## src/rtl/limber_gnrl_fcs_dly4.sv

```systemverilog
// Four-entry byte/sof shift line used to hold back the FCS when stripping.
// Flush empties it; flush together with push restarts it with the pushed byte.
module limber_gnrl_fcs_dly4 (
  input  logic       i_clk,
  input  logic       i_rstn,
  input  logic       i_push,
  input  logic       i_flush,
  input  logic [7:0] i_data,
  input  logic       i_sof,
  output logic       o_full,
  output logic [7:0] o_data,
  output logic       o_sof
);

  logic [3:0][7:0] data_q, data_d;
  logic [3:0]      sof_q, sof_d;
  logic [2:0]      cnt_q, cnt_d;

  // Shift on push; occupancy tracks how many entries hold live bytes.
  always_comb begin
    data_d = data_q;
    sof_d  = sof_q;
    cnt_d  = cnt_q;
    if (i_push) begin
      data_d = {data_q[2:0], i_data};
      sof_d  = {sof_q[2:0], i_sof};
      if (i_flush) begin
        cnt_d = 3'd1;
      end else if (cnt_q == 3'd4) begin
        cnt_d = 3'd4;
      end else begin
        cnt_d = cnt_q + 3'd1;
      end
    end else if (i_flush) begin
      cnt_d = 3'd0;
    end else begin
      cnt_d = cnt_q;
    end
  end

  // Delay line storage.
  always_ff @(posedge i_clk or negedge i_rstn) begin
    if (!i_rstn) begin
      data_q <= '0;
      sof_q  <= 4'd0;
      cnt_q  <= 3'd0;
    end else begin
      data_q <= data_d;
      sof_q  <= sof_d;
      cnt_q  <= cnt_d;
    end
  end

  assign o_full = (cnt_q == 3'd4);
  assign o_data = data_q[3];
  assign o_sof  = sof_q[3];

endmodule

```

## config.mk

```make
export PLATFORM = sky130hd
export DESIGN_NAME = limber_gnrl_fcs_dly4
export DESIGN_NICKNAME = d
export VERILOG_FILES = /design/src/rtl/limber_gnrl_fcs_dly4.sv
export SDC_FILE = /design/constraint.sdc
export NUM_CORES = 1
export LEC_CHECK = 0
export ABC_AREA = 1
export ABC_CLOCK_PERIOD_IN_PS = 1500
export BUFFER_PORTS_ARGS = -buffer_cell sky130_fd_sc_hd__buf_2
export CELL_PAD_IN_SITES_DETAIL_PLACEMENT = 1
export CELL_PAD_IN_SITES_GLOBAL_PLACEMENT = 1
export CORE_MARGIN = 1.5
export CORE_UTILIZATION = 45
export CTS_CLUSTER_SIZE = 25
export DETAILED_ROUTE_END_ITERATION = 7
export GPL_TIMING_DRIVEN = 0
export HOLD_SLACK_MARGIN = 0.12
export PLACE_DENSITY = 0.91
export SYNTH_ARGS = -nofsm -noshare
export SYNTH_HDL_FRONTEND = slang
export SYNTH_SLANG_ARGS = --single-unit
export TNS_END_PERCENT = 5
```

## constraint.sdc

```tcl
create_clock -name i_clk -period 1.5 [get_ports i_clk]
set_input_delay 0.3 -clock i_clk [delete_from_list [all_inputs] [get_ports i_clk]]
set_output_delay 0.3 -clock i_clk [all_outputs]
set_load 0.005 [all_outputs]
```

# --- Word-level counts from Yosys, hierarchy flattened ---
# Cells that the tools add are included.
# Widths: inputs -> output; s select.
classes:
  n_lt_le_gt_ge: 0
  n_reduce_logical: 1
  shift: 0
  n_bitwise: 0
  div: 0
  mul: 0
  n_eq_ne: 1
  add_sub_neg: 1
  n_mux: 4
op_table:
  columns: ["operator", "n"]
  rows:
  - ["$mux 3", 4]
  - ["$add 3x1->3 const B", 1]
  - ["$eq 3x3->1 const B", 1]
  - ["$reduce_bool 2->1", 1]
totals:
  input_bits: 13
  latch_bits: 0
  word_cells: 13
  mem_bits_ro: 0
  memories: 0
  register_bits: 39
  ram_bits: 0

# --- Logic depth before layout (Yosys ltp) ---
logic_depth:
  ltp_word: 4
  mapped_depth: 7
  mapped_depth_nobuf: 7

# --- Least setup slack after synthesis ---
# No wires, ideal clock.
synth_timing:
  path_kind: "reg-to-output"
  start: "register cnt_q[0]"
  end: "output o_full"
  path_buffers: 0
  arrival_time_ns: 0.705
  path_stages_with_launch: 5
  path_slack_ns: 0.495
  cell_sequence: "dfrtp_1 > inv_1 > ha_1 > nand2_1 > inv_1"
synth_between:
  elab_chain_cells: 1
synth_lines:
  columns: ["element", "line", "rtl"]
  rows:
  - ["from (decl)", "17", "logic [2:0] cnt_q, cnt_d;"]
  - ["from (signal assigned)", "50", "cnt_q <= cnt_d;"]
  - ["$eq 3x3->1", "54", "assign o_full = (cnt_q == 3'd4);"]
  - ["to (decl)", "10", "output logic o_full,"]
# No other way between the ends.

# --- Worst setup path after layout ---
layout_timing:
  start: "register cnt_q[1]"
  end: "output o_full"
# Same word-level chain as after synthesis.

==> flow_summary_export.csv <==
group,metric,value,unit
synth,ys_ff_latch,39,
sta,setup_ws,38.8,ps
placement,place_congestion,0.725,
grt,grt_pass1_vias,1319,
job,max-cap-violations,0,
sta,final-hold-violation-count,0,
route,top_layer,"met4",
synth,syn-mean-instance-area,9.08,um^2
synth,postSynthNetCount,195,
grt,pin_count_of_the_biggest_net_entering_global_routing,40,
worst_setup_path,critical_path_buf_inv_count,3,
final_layout,multi_input_area,478,um^2
worst_setup_path,path_max_fanout,2,
placement,pre_cts_slack,309,ps
sta,final_max_slew_viol_count,0,
final_layout,insertedDiodeCount,0,
grt,grt_remaining_overflow,0,
placement,dpl.hpwl,2.20,mm
route,totalWireLength,3.22,mm
route,detailroute.via_count,1229,
pwr,leakage,1.07,nW
floorplan,core,3420,um^2
floorplan,die_h,63.3,um
final_layout,areaGrowthSynthToFinish,17.0,%
pwr,power-per-cell-area,1090,nW/um^2
worst_hold_path,worstHoldPathType,"in2reg",
cts,worstSkewPairLatency,340,ps
route,first_iter_violations,29,
worst_setup_path,arrival,1160,ps
route,drt-met1-wl,1.43,mm
placement,dpl-instance-area,1800,um^2
floorplan,die_area,4000,um^2
route,met2WireLength,1.60,mm
synth,yosys.area.top_type_share,59.7,%
final_layout,fillerInstances,418,
worst_setup_path,cpMostUsedCell,"sky130_fd_sc_hd__inv_2",
worst_setup_path,critical_path.endpoint_type,"output port",
floorplan,floorplan.rows,21,
grt,grt_first_pass_wirelength,5.95,mm
sta,hold_slack,154,ps
cts,tritoncts.num_buffers,5,
cts,cts.htree.levels,2,
final_layout,drive_gt1_share,25.6,%
cts,path_clk_slew,110,ps
pwr,vdd_ir_drop_max,0.478,mV
cts,cts_tree,"built",
sta,post-route-period-util,97.4,%
placement,buffer_ports.inserted,22,
final_layout,sequential_cell_area,976,um^2
cts,clockBufferDepth,2,
route,remaining_drc_errors,0,
grt,initial_antenna_violation_count,0,
route,met3RoutedLength,111,um
synth,syn_inst,180,
synth,synth_warnings,0,
floorplan,floorplan.io_pins,23,
synth,post-synth-top-area-cell,"sky130_fd_sc_hd__dfrtp_1",
synth,synth_area_leaders,"sky130_fd_sc_hd__dfrtp_1, sky130_fd_sc_hd__nand2_1, sky130_fd_sc_hd__o21ai_0, sky130_fd_sc_hd__buf_4, sky130_fd_sc_hd__buf_6",
worst_setup_path,cpMaxStageDelayCell,"sky130_fd_sc_hd__dfrtp_1",
final_layout,mostFrequentLayoutCells,"sky130_fd_sc_hd__nand2_1, sky130_fd_sc_hd__dfrtp_1, sky130_fd_sc_hd__buf_2",
grt,groute.usage.overall,19.6,%
floorplan,initial_core_utilization,47.8,%
final_layout,fin_nets,229,
sta,timing.final.setup_violations,0,
final_layout,mostFrequentLayoutCell,"sky130_fd_sc_hd__nand2_1",
status,run_status,"finished, final reports clean",
sta,fin_skew,6.91,ps
route,routed_wire_length_per_instance,12.3,um
route,antenna_violating_nets_post_route,0,
synth,mappedNetlistArea,1630,um^2
worst_setup_path,path_delay_family,"flip-flops",
worst_setup_path,path_class,"reg2out",
cts,numClockSinks,39,
synth,synth.yosys.seq_area_share,59.7,%
worst_setup_path,timing.critical_path.cells,"inv_2 -> ha_4 -> nand2_4 -> inv_2 -> buf_2",
worst_setup_path,worst_path_largest_cell_delay,420,ps
sta,finalCriticalPeriod,1460,ps
worst_setup_path,cp.required,1200,ps
route,detail_route.first_pass.iterations,4,
worst_setup_path,critical_path.startpoint_type,"flip-flop",
cts,clock-root-buffer,"sky130_fd_sc_hd__clkbuf_4",
floorplan,chipWidth,63.3,um
sta,worst-slew-pin-transition,851,ps
synth,netlist_cell_types,13,
sta,fmax,684,MHz
sta,rsz_0062_raised_after_global_routing,"yes",
route,avgViaCountPerCell,4.71,
sta,relSlewSlack,43.2,%
final_layout,finish.instance_area,1910,um^2
## metrics by stage
step	instances	utilization [%]	setup TNS [ps]	power, W
final	261	56.0	0	0.00208
after global routing	261	56.0	-44.8	0.00222
after CTS	259	55.4	0	0.00210
after detailed placement	248	52.7	0	0.00156
after global placement	248	52.7	0	0.00153
after floorplan	180	-	0	0.00143
## cells in the mapped netlist
master,count
sky130_fd_sc_hd__inv_2,1
sky130_fd_sc_hd__nand2_1,86
sky130_fd_sc_hd__buf_6,6
sky130_fd_sc_hd__buf_4,9
sky130_fd_sc_hd__nor2_1,1
sky130_fd_sc_hd__ha_1,2
sky130_fd_sc_hd__inv_1,15
sky130_fd_sc_hd__dfrtp_1,39
sky130_fd_sc_hd__o21ai_1,2
sky130_fd_sc_hd__nand3_1,2
sky130_fd_sc_hd__o21ai_0,15
sky130_fd_sc_hd__nor2_4,1
sky130_fd_sc_hd__buf_2,1
## state kept, by name, summed over array words and instances, names as in the netlist
register	flops
data_q	24
o_data	8
sof_q	4
cnt_q	3
## power by group
part	total (W)	leakage, nW	internal [W]	switching [W]
Clock	0.000510	0.0293	0.000183	0.000327
Sequential	0.00123	0.491	0.00117	0.0000628
Combinational	0.000336	0.551	0.000165	0.000172
Total	0.00208	1.07	0.00152	0.000561
## worst paths after layout
kind / from / to / slack [ps] / depth (start not counted)
max reg2reg: cnt_q[1]$_DFFE_PN0P_ / cnt_q[2]$_DFFE_PN0P_ / 310 / 7
min in group asynchronous: i_rstn / o_data[0]$_DFFE_PN0P_ / 580 / 2
min reg2reg: sof_q[3]$_DFFE_PN0P_ / sof_q[3]$_DFFE_PN0P_ / 480 / 2
max in group asynchronous: i_rstn / data_q[22]$_DFFE_PN0P_ / 380 / 2
max: cnt_q[1]$_DFFE_PN0P_ / o_full / 40 / 5
min: i_data[4] / data_q[4]$_DFFE_PN0P_ / 150 / 3
## layer usage
metal / track usage (%) / vias to the layer above
met2: 31.0 / 25
met3: 7.50 / 10
met4: 9.51 / 0
li1: - / 603
met1: 23.5 / 591
met5: 0 / -
## cell type report
| class | count | share of cell area (%) |
|---|---|---|
| Inverter | 16 | 3.14 |
| Timing Repair Buffer | 27 | 7.85 |
| Multi-Input combinational cell | 109 | 25.0 |
| Buffer | 16 | 7.33 |
| Clock buffer | 7 | 2.36 |
| Clock inverter | 1 | 0.262 |
| Tap cell | 46 | 3.01 |
| Sequential cell | 39 | 51.0 |
## repair_timing
| action | CTS | global route |
|---|---|---|
| endpoints found under the hold margin | 39 | 0 |
| pin swaps | 1 | 0 |
| hold buffers | 1 | 0 |
| buffers inserted | 2 | 2 |
| gates resized for setup | 5 | 2 |
| setup endpoints to repair | 1 | 1 |
## worst reg2reg max path, delay by kind of cell (launching register included)
family	cells	cell delay [ps]
DFF	1	420
buffers and inverters	3	320
adders and majority gates	1	190
and+or+nand+nor	3	160
## kinds of logic after synthesis
family / after synthesis / share of synthesized area (%)
buffers and inverters: 32 / 12.2
adder cells (fa/ha/maj): 2 / 1.53
AO/OA/AOI/OAI: 17 / 5.21
flip-flops: 39 / 59.7
AND/OR/NAND/NOR: 90 / 21.3
No activity file was read; power rests on OpenSTA's default activity.
